===== src/rtl/vga_demo_pkg.sv =====
// Shared definitions for the VGA bouncing-box demo.
// Contents: screen geometry, coordinate widths, colour constants, FSM state
// codes, and the colour-advance helper.
package vga_demo_pkg;

  localparam int SCREEN_W = 160;
  localparam int SCREEN_H = 120;
  localparam int X_W      = 8;
  localparam int Y_W      = 7;

  localparam logic [2:0] COLOR_BLACK = 3'b000;
  localparam logic [2:0] COLOR_WHITE = 3'b111;

  // FSM state codes, kept as plain constants so they are easy to bind to.
  typedef logic [2:0] state_t;
  localparam state_t ST_CLEAR = 3'd0;
  localparam state_t ST_DRAW  = 3'd1;
  localparam state_t ST_WAIT  = 3'd2;
  localparam state_t ST_ERASE = 3'd3;
  localparam state_t ST_MOVE  = 3'd4;

  // Colour cycles 1..7 and wraps back to 1. Black is reserved for erasing.
  function automatic logic [2:0] next_colour(input logic [2:0] c);
    return (c == 3'd7) ? 3'd1 : c + 3'd1;
  endfunction

endpackage


===== src/rtl/vga_demo_if.sv =====
// Pixel-write bus from the demo to the external framebuffer adapter.
// Signals: VGA_X (0..159), VGA_Y (0..119), VGA_COLOR {R,G,B}, plot strobe,
// dbg_state (current FSM state, for observation only).
// Handshake: plot is a one-cycle valid strobe with no ready; the consumer
// must accept the pixel on every cycle plot is high. X/Y/COLOR are
// meaningful only while plot is high.
interface vga_demo_if;
  import vga_demo_pkg::*;

  logic [X_W-1:0] VGA_X;
  logic [Y_W-1:0] VGA_Y;
  logic [2:0]     VGA_COLOR;
  logic           plot;
  state_t         dbg_state;

  modport master (output VGA_X, VGA_Y, VGA_COLOR, plot, dbg_state);
  modport slave  (input  VGA_X, VGA_Y, VGA_COLOR, plot, dbg_state);

endinterface


===== src/rtl/vga_demo_rect_plotter.sv =====
// rect_plotter: emits one pixel per cycle covering a rectangle in raster
// order (x fastest). Geometry and colour are latched on i_start while idle;
// starts while busy are ignored. Width and height must be at least 1.
// Ports: clk, rst (sync, active high), i_start, i_x0, i_y0, i_width,
// i_height, i_colour; o_x, o_y, o_colour, o_plot (pixel valid),
// o_done (high together with the last pixel).
module rect_plotter
  import vga_demo_pkg::*;
(
  input  logic           clk,
  input  logic           rst,
  input  logic           i_start,
  input  logic [X_W-1:0] i_x0,
  input  logic [Y_W-1:0] i_y0,
  input  logic [X_W-1:0] i_width,
  input  logic [Y_W-1:0] i_height,
  input  logic [2:0]     i_colour,
  output logic [X_W-1:0] o_x,
  output logic [Y_W-1:0] o_y,
  output logic [2:0]     o_colour,
  output logic           o_plot,
  output logic           o_done
);

  logic           r_busy;
  logic [X_W-1:0] r_x0, r_w, r_cx;
  logic [Y_W-1:0] r_y0, r_h, r_cy;
  logic [2:0]     r_col;

  logic w_last_col, w_last_row;
  assign w_last_col = (r_cx == r_w - X_W'(1));
  assign w_last_row = (r_cy == r_h - Y_W'(1));

  always_ff @(posedge clk) begin
    if (rst) begin
      r_busy <= 1'b0;
      r_x0   <= '0;
      r_y0   <= '0;
      r_w    <= '0;
      r_h    <= '0;
      r_cx   <= '0;
      r_cy   <= '0;
      r_col  <= COLOR_BLACK;
    end else if (!r_busy) begin
      if (i_start) begin
        r_busy <= 1'b1;
        r_x0   <= i_x0;
        r_y0   <= i_y0;
        r_w    <= i_width;
        r_h    <= i_height;
        r_col  <= i_colour;
        r_cx   <= '0;
        r_cy   <= '0;
      end
    end else if (w_last_col) begin
      r_cx <= '0;
      if (w_last_row) r_busy <= 1'b0;
      else            r_cy   <= r_cy + Y_W'(1);
    end else begin
      r_cx <= r_cx + X_W'(1);
    end
  end

  assign o_x      = r_x0 + r_cx;
  assign o_y      = r_y0 + r_cy;
  assign o_colour = r_col;
  assign o_plot   = r_busy;
  assign o_done   = r_busy && w_last_col && w_last_row;

endmodule


===== src/rtl/vga_demo_top.sv =====
// vga_demo_top: clears a 160x120 framebuffer to black after reset, then
// animates a BOX x BOX square bouncing off the screen edges, one pixel
// write per cycle. All pixel outputs are registered (one cycle behind the
// plotter).
// Ports: CLOCK_50 (clock), KEY[0] sync active-high reset, KEY[1] colour
// advance on rising edge (synchronised), KEY[2] pause while high, KEY[3]
// unused; vga (vga_demo_if master): VGA_X, VGA_Y, VGA_COLOR, plot, dbg_state.
// Build option: define VGA_DEMO_TRAIL_EN to skip the erase pass, leaving a
// trail of previous boxes on screen.
module vga_demo_top
  import vga_demo_pkg::*;
#(
  parameter int TICK_CYCLES = 833333,
  parameter int BOX         = 8
) (
  input  logic       CLOCK_50,
  input  logic [3:0] KEY,
  vga_demo_if.master vga
);

  localparam int TW = (TICK_CYCLES > 1) ? $clog2(TICK_CYCLES) : 1;
  localparam logic [TW-1:0]  TICK_LAST = TW'(TICK_CYCLES - 1);
  localparam logic [X_W-1:0] X_LIMIT   = X_W'(SCREEN_W - BOX);
  localparam logic [Y_W-1:0] Y_LIMIT   = Y_W'(SCREEN_H - BOX);
  localparam logic [X_W-1:0] BOX_W     = X_W'(BOX);
  localparam logic [Y_W-1:0] BOX_H     = Y_W'(BOX);
  localparam logic [X_W-1:0] FULL_W    = X_W'(SCREEN_W);
  localparam logic [Y_W-1:0] FULL_H    = Y_W'(SCREEN_H);

  logic w_rst;
  logic w_pause;
  logic w_unused_key3;
  assign w_rst         = KEY[0];
  assign w_pause       = KEY[2];
  assign w_unused_key3 = KEY[3];

  // Animation tick: free-running, counts in every state.
  logic [TW-1:0] r_tick_cnt;
  logic          w_tick;
  assign w_tick = (r_tick_cnt == TICK_LAST);

  always_ff @(posedge CLOCK_50) begin
    if (w_rst)       r_tick_cnt <= '0;
    else if (w_tick) r_tick_cnt <= '0;
    else             r_tick_cnt <= r_tick_cnt + TW'(1);
  end

  // KEY[1]: two-flop synchroniser plus edge detector; the plotter latches
  // the colour at the start of each draw, so a change never splits a box.
  logic       r_key1_meta, r_key1_sync, r_key1_prev;
  logic [2:0] r_colour;

  always_ff @(posedge CLOCK_50) begin
    if (w_rst) begin
      r_key1_meta <= 1'b0;
      r_key1_sync <= 1'b0;
      r_key1_prev <= 1'b0;
      r_colour    <= COLOR_WHITE;
    end else begin
      r_key1_meta <= KEY[1];
      r_key1_sync <= r_key1_meta;
      r_key1_prev <= r_key1_sync;
      if (r_key1_sync && !r_key1_prev) r_colour <= next_colour(r_colour);
    end
  end

  // Box position and direction (r_*_neg set means moving toward 0).
  state_t         r_state;
  logic           r_start;
  logic [X_W-1:0] r_x0;
  logic [Y_W-1:0] r_y0;
  logic           r_dx_neg, r_dy_neg;

  // Bounce: if the step would leave the legal range, flip direction first
  // and then step by the flipped direction.
  logic [X_W-1:0] w_nx;
  logic [Y_W-1:0] w_ny;
  logic           w_ndx_neg, w_ndy_neg;

  always_comb begin
    w_nx      = r_x0;
    w_ndx_neg = r_dx_neg;
    if (!r_dx_neg) begin
      if (r_x0 >= X_LIMIT) begin
        w_ndx_neg = 1'b1;
        w_nx      = r_x0 - X_W'(1);
      end else begin
        w_nx      = r_x0 + X_W'(1);
      end
    end else begin
      if (r_x0 == '0) begin
        w_ndx_neg = 1'b0;
        w_nx      = r_x0 + X_W'(1);
      end else begin
        w_nx      = r_x0 - X_W'(1);
      end
    end
  end

  always_comb begin
    w_ny      = r_y0;
    w_ndy_neg = r_dy_neg;
    if (!r_dy_neg) begin
      if (r_y0 >= Y_LIMIT) begin
        w_ndy_neg = 1'b1;
        w_ny      = r_y0 - Y_W'(1);
      end else begin
        w_ny      = r_y0 + Y_W'(1);
      end
    end else begin
      if (r_y0 == '0) begin
        w_ndy_neg = 1'b0;
        w_ny      = r_y0 + Y_W'(1);
      end else begin
        w_ny      = r_y0 - Y_W'(1);
      end
    end
  end

  // Plotter request: r_start is raised on the same edge that enters a
  // drawing state, so these selections already reflect the new state
  // (and the freshly moved position) when the plotter latches them.
  logic [X_W-1:0] w_px0, w_pw, w_px;
  logic [Y_W-1:0] w_py0, w_ph, w_py;
  logic [2:0]     w_pcol, w_pcol_out;
  logic           w_pplot, w_pdone;

  always_comb begin
    w_px0  = r_x0;
    w_py0  = r_y0;
    w_pw   = BOX_W;
    w_ph   = BOX_H;
    w_pcol = r_colour;
    if (r_state == ST_CLEAR) begin
      w_px0  = '0;
      w_py0  = '0;
      w_pw   = FULL_W;
      w_ph   = FULL_H;
      w_pcol = COLOR_BLACK;
    end else if (r_state == ST_ERASE) begin
      w_pcol = COLOR_BLACK;
    end
  end

  rect_plotter u_plotter (
    .clk      (CLOCK_50),
    .rst      (w_rst),
    .i_start  (r_start),
    .i_x0     (w_px0),
    .i_y0     (w_py0),
    .i_width  (w_pw),
    .i_height (w_ph),
    .i_colour (w_pcol),
    .o_x      (w_px),
    .o_y      (w_py),
    .o_colour (w_pcol_out),
    .o_plot   (w_pplot),
    .o_done   (w_pdone)
  );

  always_ff @(posedge CLOCK_50) begin
    if (w_rst) begin
      r_state  <= ST_CLEAR;
      r_start  <= 1'b1;
      r_x0     <= '0;
      r_y0     <= '0;
      r_dx_neg <= 1'b0;
      r_dy_neg <= 1'b0;
    end else begin
      r_start <= 1'b0;
      case (r_state)
        ST_CLEAR: if (w_pdone) begin
          r_state <= ST_DRAW;
          r_start <= 1'b1;
        end
        ST_DRAW: if (w_pdone) r_state <= ST_WAIT;
        ST_WAIT: if (w_tick && !w_pause) begin
`ifdef VGA_DEMO_TRAIL_EN
          r_state <= ST_MOVE;
`else
          r_state <= ST_ERASE;
          r_start <= 1'b1;
`endif
        end
        ST_ERASE: if (w_pdone) r_state <= ST_MOVE;
        ST_MOVE: begin
          r_x0     <= w_nx;
          r_y0     <= w_ny;
          r_dx_neg <= w_ndx_neg;
          r_dy_neg <= w_ndy_neg;
          r_state  <= ST_DRAW;
          r_start  <= 1'b1;
        end
        default: begin
          r_state <= ST_CLEAR;
          r_start <= 1'b1;
        end
      endcase
    end
  end

  // Registered pixel outputs.
  logic [X_W-1:0] r_vga_x;
  logic [Y_W-1:0] r_vga_y;
  logic [2:0]     r_vga_color;
  logic           r_plot;

  always_ff @(posedge CLOCK_50) begin
    if (w_rst) begin
      r_vga_x     <= '0;
      r_vga_y     <= '0;
      r_vga_color <= COLOR_BLACK;
      r_plot      <= 1'b0;
    end else begin
      r_vga_x     <= w_px;
      r_vga_y     <= w_py;
      r_vga_color <= w_pcol_out;
      r_plot      <= w_pplot;
    end
  end

  assign vga.VGA_X     = r_vga_x;
  assign vga.VGA_Y     = r_vga_y;
  assign vga.VGA_COLOR = r_vga_color;
  assign vga.plot      = r_plot;
  assign vga.dbg_state = r_state;

endmodule


===== src/flat_wrapper.sv =====
// flat-port wrapper written by rule: the top's interface ports become plain ports
module vga_demo_top_flat import vga_demo_pkg::*;
#(
  parameter int TICK_CYCLES = 833333,
  parameter int BOX         = 8
)
  (CLOCK_50, KEY, vga_VGA_X, vga_VGA_Y, vga_VGA_COLOR, vga_plot, vga_dbg_state);
  vga_demo_if vga_i ();
  input  logic CLOCK_50;
  input  logic [3:0] KEY;
  output wire logic [$bits(vga_i.VGA_X)-1:0] vga_VGA_X;
  output wire logic [$bits(vga_i.VGA_Y)-1:0] vga_VGA_Y;
  output wire logic [$bits(vga_i.VGA_COLOR)-1:0] vga_VGA_COLOR;
  output wire logic [$bits(vga_i.plot)-1:0] vga_plot;
  output wire logic [$bits(vga_i.dbg_state)-1:0] vga_dbg_state;
  assign vga_VGA_X = vga_i.VGA_X;
  assign vga_VGA_Y = vga_i.VGA_Y;
  assign vga_VGA_COLOR = vga_i.VGA_COLOR;
  assign vga_plot = vga_i.plot;
  assign vga_dbg_state = vga_i.dbg_state;
  vga_demo_top #(.TICK_CYCLES(TICK_CYCLES), .BOX(BOX)) u_core (.CLOCK_50(CLOCK_50), .KEY(KEY), .vga(vga_i));
endmodule

===== config.mk =====
export PLATFORM = sky130hd
export DESIGN_NAME = vga_demo_top_flat
export DESIGN_NICKNAME = d
export VERILOG_FILES = /design/src/rtl/vga_demo_pkg.sv /design/src/rtl/vga_demo_if.sv /design/src/rtl/vga_demo_rect_plotter.sv /design/src/rtl/vga_demo_top.sv /design/src/flat_wrapper.sv
export SDC_FILE = /design/constraint.sdc
export NUM_CORES = 1
export LEC_CHECK = 0
export ABC_AREA = 1
export CORE_ASPECT_RATIO = 0.75
export CORE_MARGIN = 1.5
export CORE_UTILIZATION = 55
export CTS_BUF_LIST = sky130_fd_sc_hd__clkbuf_8
export DETAILED_ROUTE_END_ITERATION = 12
export PLACE_DENSITY_LB_ADDON = 0.15
export SLEW_MARGIN = 5
export SYNTH_ARGS = -nofsm -noshare
export SYNTH_HDL_FRONTEND = slang
export SYNTH_SLANG_ARGS = --single-unit

===== constraint.sdc =====
create_clock -name CLOCK_50 -period 1.5 [get_ports CLOCK_50]
set_input_delay 0.15 -clock CLOCK_50 [delete_from_list [all_inputs] [get_ports CLOCK_50]]
set_output_delay 0.15 -clock CLOCK_50 [all_outputs]
set_load 0.01 [all_outputs]

==> impl_metrics.ini <==
[setup_path]
worstSetupPathType = reg -> reg
r2r_slack_ns = -0.15
required_ns = 1.78
rr_worst_depth = 11
critical_path.most_common_cell = nand2_1
crit_path_start_kind = register
r2r_end = u_core.vga.dbg_state[0]
crit_chain = inv_4 -> ha_4 -> inv_1 -> nand2_1 -> nand2_1 -> nor2_2 -> nand3_4 -> o21ai_4 -> nand3_2 -> nand2_2 -> nor2_1
critical_path_buf_inv_count = 2
critical_path.max_fanout = 5
cp_slowest_stage_delay_ns = 0.35
worst_setup_path_end_kind = register
rr_startpoint = u_core.u_plotter.r_w[5]
crit_arrival_ns = 1.93
cp_top_family = simple AND/OR/NAND/NOR gates
cp_slowest_cell = dfxtp_2

[synth]
synth_nets = 766
synth_edf_count = 0
synth_cells = 732
yosys_warnings = 0
synth-async-reset-ratio_pct = 0
synth-seq-area-share_pct = 39.0
ys.flop_type = dfxtp_1
yosysUniqueCellTypes = 41
syn_avg_cell_area_um2 = 7.22
synth-seq-cells = 103
syn_area_um2 = 5290

[cts]
clk_pin_slew_ns = 0.10
cts.sinks = 103
hold_buffers = 0
insertion_delay_ns = 0.38
numCtsBuffers = 9
cts-root-buf = clkbuf_8
htree_num_levels = 3
cts.path.max_buffers = 2
tritoncts = done

[routing]
wl_per_cell_um = 14.4
dr.pass1.iters = 5
drt_first_iter_violations = 326
viasPerCell = 5.38
vias = 5189
routed_wl_um = 13900
ant_nets = 0
drc = 0

[cells_and_area]
final_cells = 965
syn2layout_area_growth_pct = 30.6
antenna_cells = 0
drive_gt1_share_pct = 25.7
stdcell_area_um2 = 6900
post-route-util_pct = 75.0
final_nets = 867

[job]
drv_cap = 0

[power]
power.total_mw = 5.08
p_leak_nw = 2.98
vdd_ir_drop_max_uv = 622
powerDensity_nw_per_um2 = 736

[global_route]
antenna_found_initial = 0
grt_pass1_vias = 4791
grt_max_degree = 19
grt_pass1_wl_um = 21500
grt_overflow = 0
grt_use_total_pct = 26.9

[placement]
gp_congestion = 0.925
dp_slack_ns = -0.124
dp_hpwl_um = 9550
dp.cells = 935
io_buffers = 25
placed_cell_area_um2 = 6170

[sta]
holdWs_ns = 0.278
fmax_mhz = 607
fin_crit_sh_pct = 110
fin_skew_ns = 0.00941
drv_slew = 0
rsz0062_at_grt = true
setup_viol = 23
tns_ns = -1.57
tightestPinTransition_ns = 0.378
finalWorstSetupSlack_ns = -0.148
fin_crit_ns = 1.65
hold_viol_final = 0
timing.slew.headroom_pct = 74.7

[floorplan]
die_y_um = 87.9
io_pins = 27
start_util_pct = 57.5
die_w_um = 116
coreArea_um2 = 9200
die-area_um2 = 10200
placementRows = 30

[hold_path]
min_path_type = in -> reg
hold_start = KEY[1]
hold_path_depth = 3
hold-path-endpoint = u_core.r_key1_meta

[outcome]
violations = setup timing
outcome = finished with violations
[worst reg2reg max path: cells and delay by family (launching register included)]
| family | cells | cell delay [ns] |
|---|---|---|
| fa+ha+maj | 1 | 0.27 |
| buf+inv | 2 | 0.10 |
| simple gates | 7 | 0.57 |
| flops | 1 | 0.35 |
| compound gates | 1 | 0.27 |
[cell usage in the layout (no fill, tap or decap), types with 4 or more instances in the layout]
master and instances:
a21oi_1 47, ha_4 9, inv_2 16, nor2_2 4
o21ai_0 33, nand2_1 149, nand4_1 19, xor2_1 18
buf_4 74, inv_1 77, o211ai_1 4, nand3b_1 4
nor2_1 72, nor3_1 11, dfxtp_2 22, clkbuf_8 10
clkdlybuf4s50_1 22, nand2_4 8, nand3_1 47, nor2_4 5
nor3_2 6, ha_1 18, nand2_2 8, dfxtp_1 79
a21oi_2 7, nand3_2 14, nand3_4 5
[where the power goes]
group / switching, mW / internal, mW / leakage [nW]
logic: 0.193 / 0.134 / 2.03
clock network: 0.971 / 0.980 / 0.109
registers: 0.0338 / 2.77 / 0.845
total: 1.20 / 3.88 / 2.98
[state kept, by name, indices dropped and copies added, names as in the netlist, 2 cells and up]
signal,count
u_core.r_tick_cnt,20
u_core.u_plotter.o_colour,3
u_core.u_plotter.r_cy,7
u_core.r_y0,7
u_core.r_colour,3
u_core.u_plotter.r_w,2
u_core.vga.VGA_X,8
u_core.vga.VGA_COLOR,3
u_core.vga.dbg_state,3
u_core.u_plotter.r_x0,8
u_core.r_x0,8
u_core.vga.VGA_Y,7
u_core.u_plotter.r_y0,7
u_core.u_plotter.r_cx,8
[metal layers]
| layer | share of wire, % | routed length (um) | vias to the layer above | GRT usage (%) |
|---|---|---|---|---|
| met1 | 45 | 6220 | 2441 | 34.1 |
| met3 | 4.3 | 593 | 24 | 4.98 |
| met4 | 1.9 | 260 | 0 | 9.76 |
| met2 | 49 | 6800 | 145 | 46.3 |
| li1 | - | - | 2579 | - |
| met5 | 0 | 0 | - | 0 |
[worst max path at each step]
stage	cells past startpoint	to	from	slack [ns]
after global routing	10	u_core.vga.dbg_state[0]	u_core.u_plotter.r_w[3]	-0.24
after detailed placement	11	u_core.vga.dbg_state[1]	u_core.u_plotter.r_w[5]	-0.12
after CTS	11	u_core.vga.dbg_state[0]	u_core.u_plotter.r_w[5]	-0.11
after global placement	5	u_core.r_tick_cnt[18]	KEY[0]	-0.10
after floorplan	10	u_core.vga.VGA_Y[6]	u_core.u_plotter.r_cy[0]	-0.04
final	11	u_core.vga.dbg_state[0]	u_core.u_plotter.r_w[5]	-0.15
[timing repair]
| action | in CTS | in global routing |
|---|---|---|
| gates resized for setup | 28 | 84 |
| pin swaps | 14 | 27 |
| cloned | 0 | 0 |
| setup buffers | 5 | 10 |
| setup endpoints to repair | 28 | 58 |
[synthesized netlist by cell type, drive strengths merged (3+ instances only)]
cell | instances | area, um^2
a21oi | 55 | 279
dfxtp | 103 | 2060
ha | 27 | 338
nand4 | 19 | 119
nand3 | 66 | 363
clkbuf | 6 | 22.5
nor2 | 81 | 329
nor3 | 18 | 116
inv | 95 | 357
nand2 | 165 | 634
xnor2 | 3 | 26.3
o21ai | 39 | 206
o211ai | 4 | 30.0
buf | 9 | 47.5
a31oi | 3 | 18.8
xor2 | 18 | 158
nand3b | 4 | 30.0
[cell families after synthesis]
group | share of synthesized area, %
simple gates | 30.7
buf+inv | 8.07
compound gates | 11.6
fa+ha+maj | 7.15
xor+xnor | 3.48
flops | 39.0
[area by class of cell]
class                           count  area, um^2
Timing Repair Buffer              105         885
Inverter                           95         363
Multi-Input combinational cell    519        3180
Tap cell                          128         160
Sequential cell                   103        2100
Clock buffer                       10         138
Clock inverter                      5        81.3
Fill cell                         702        2300
No activity file was read; power rests on OpenSTA's default activity.
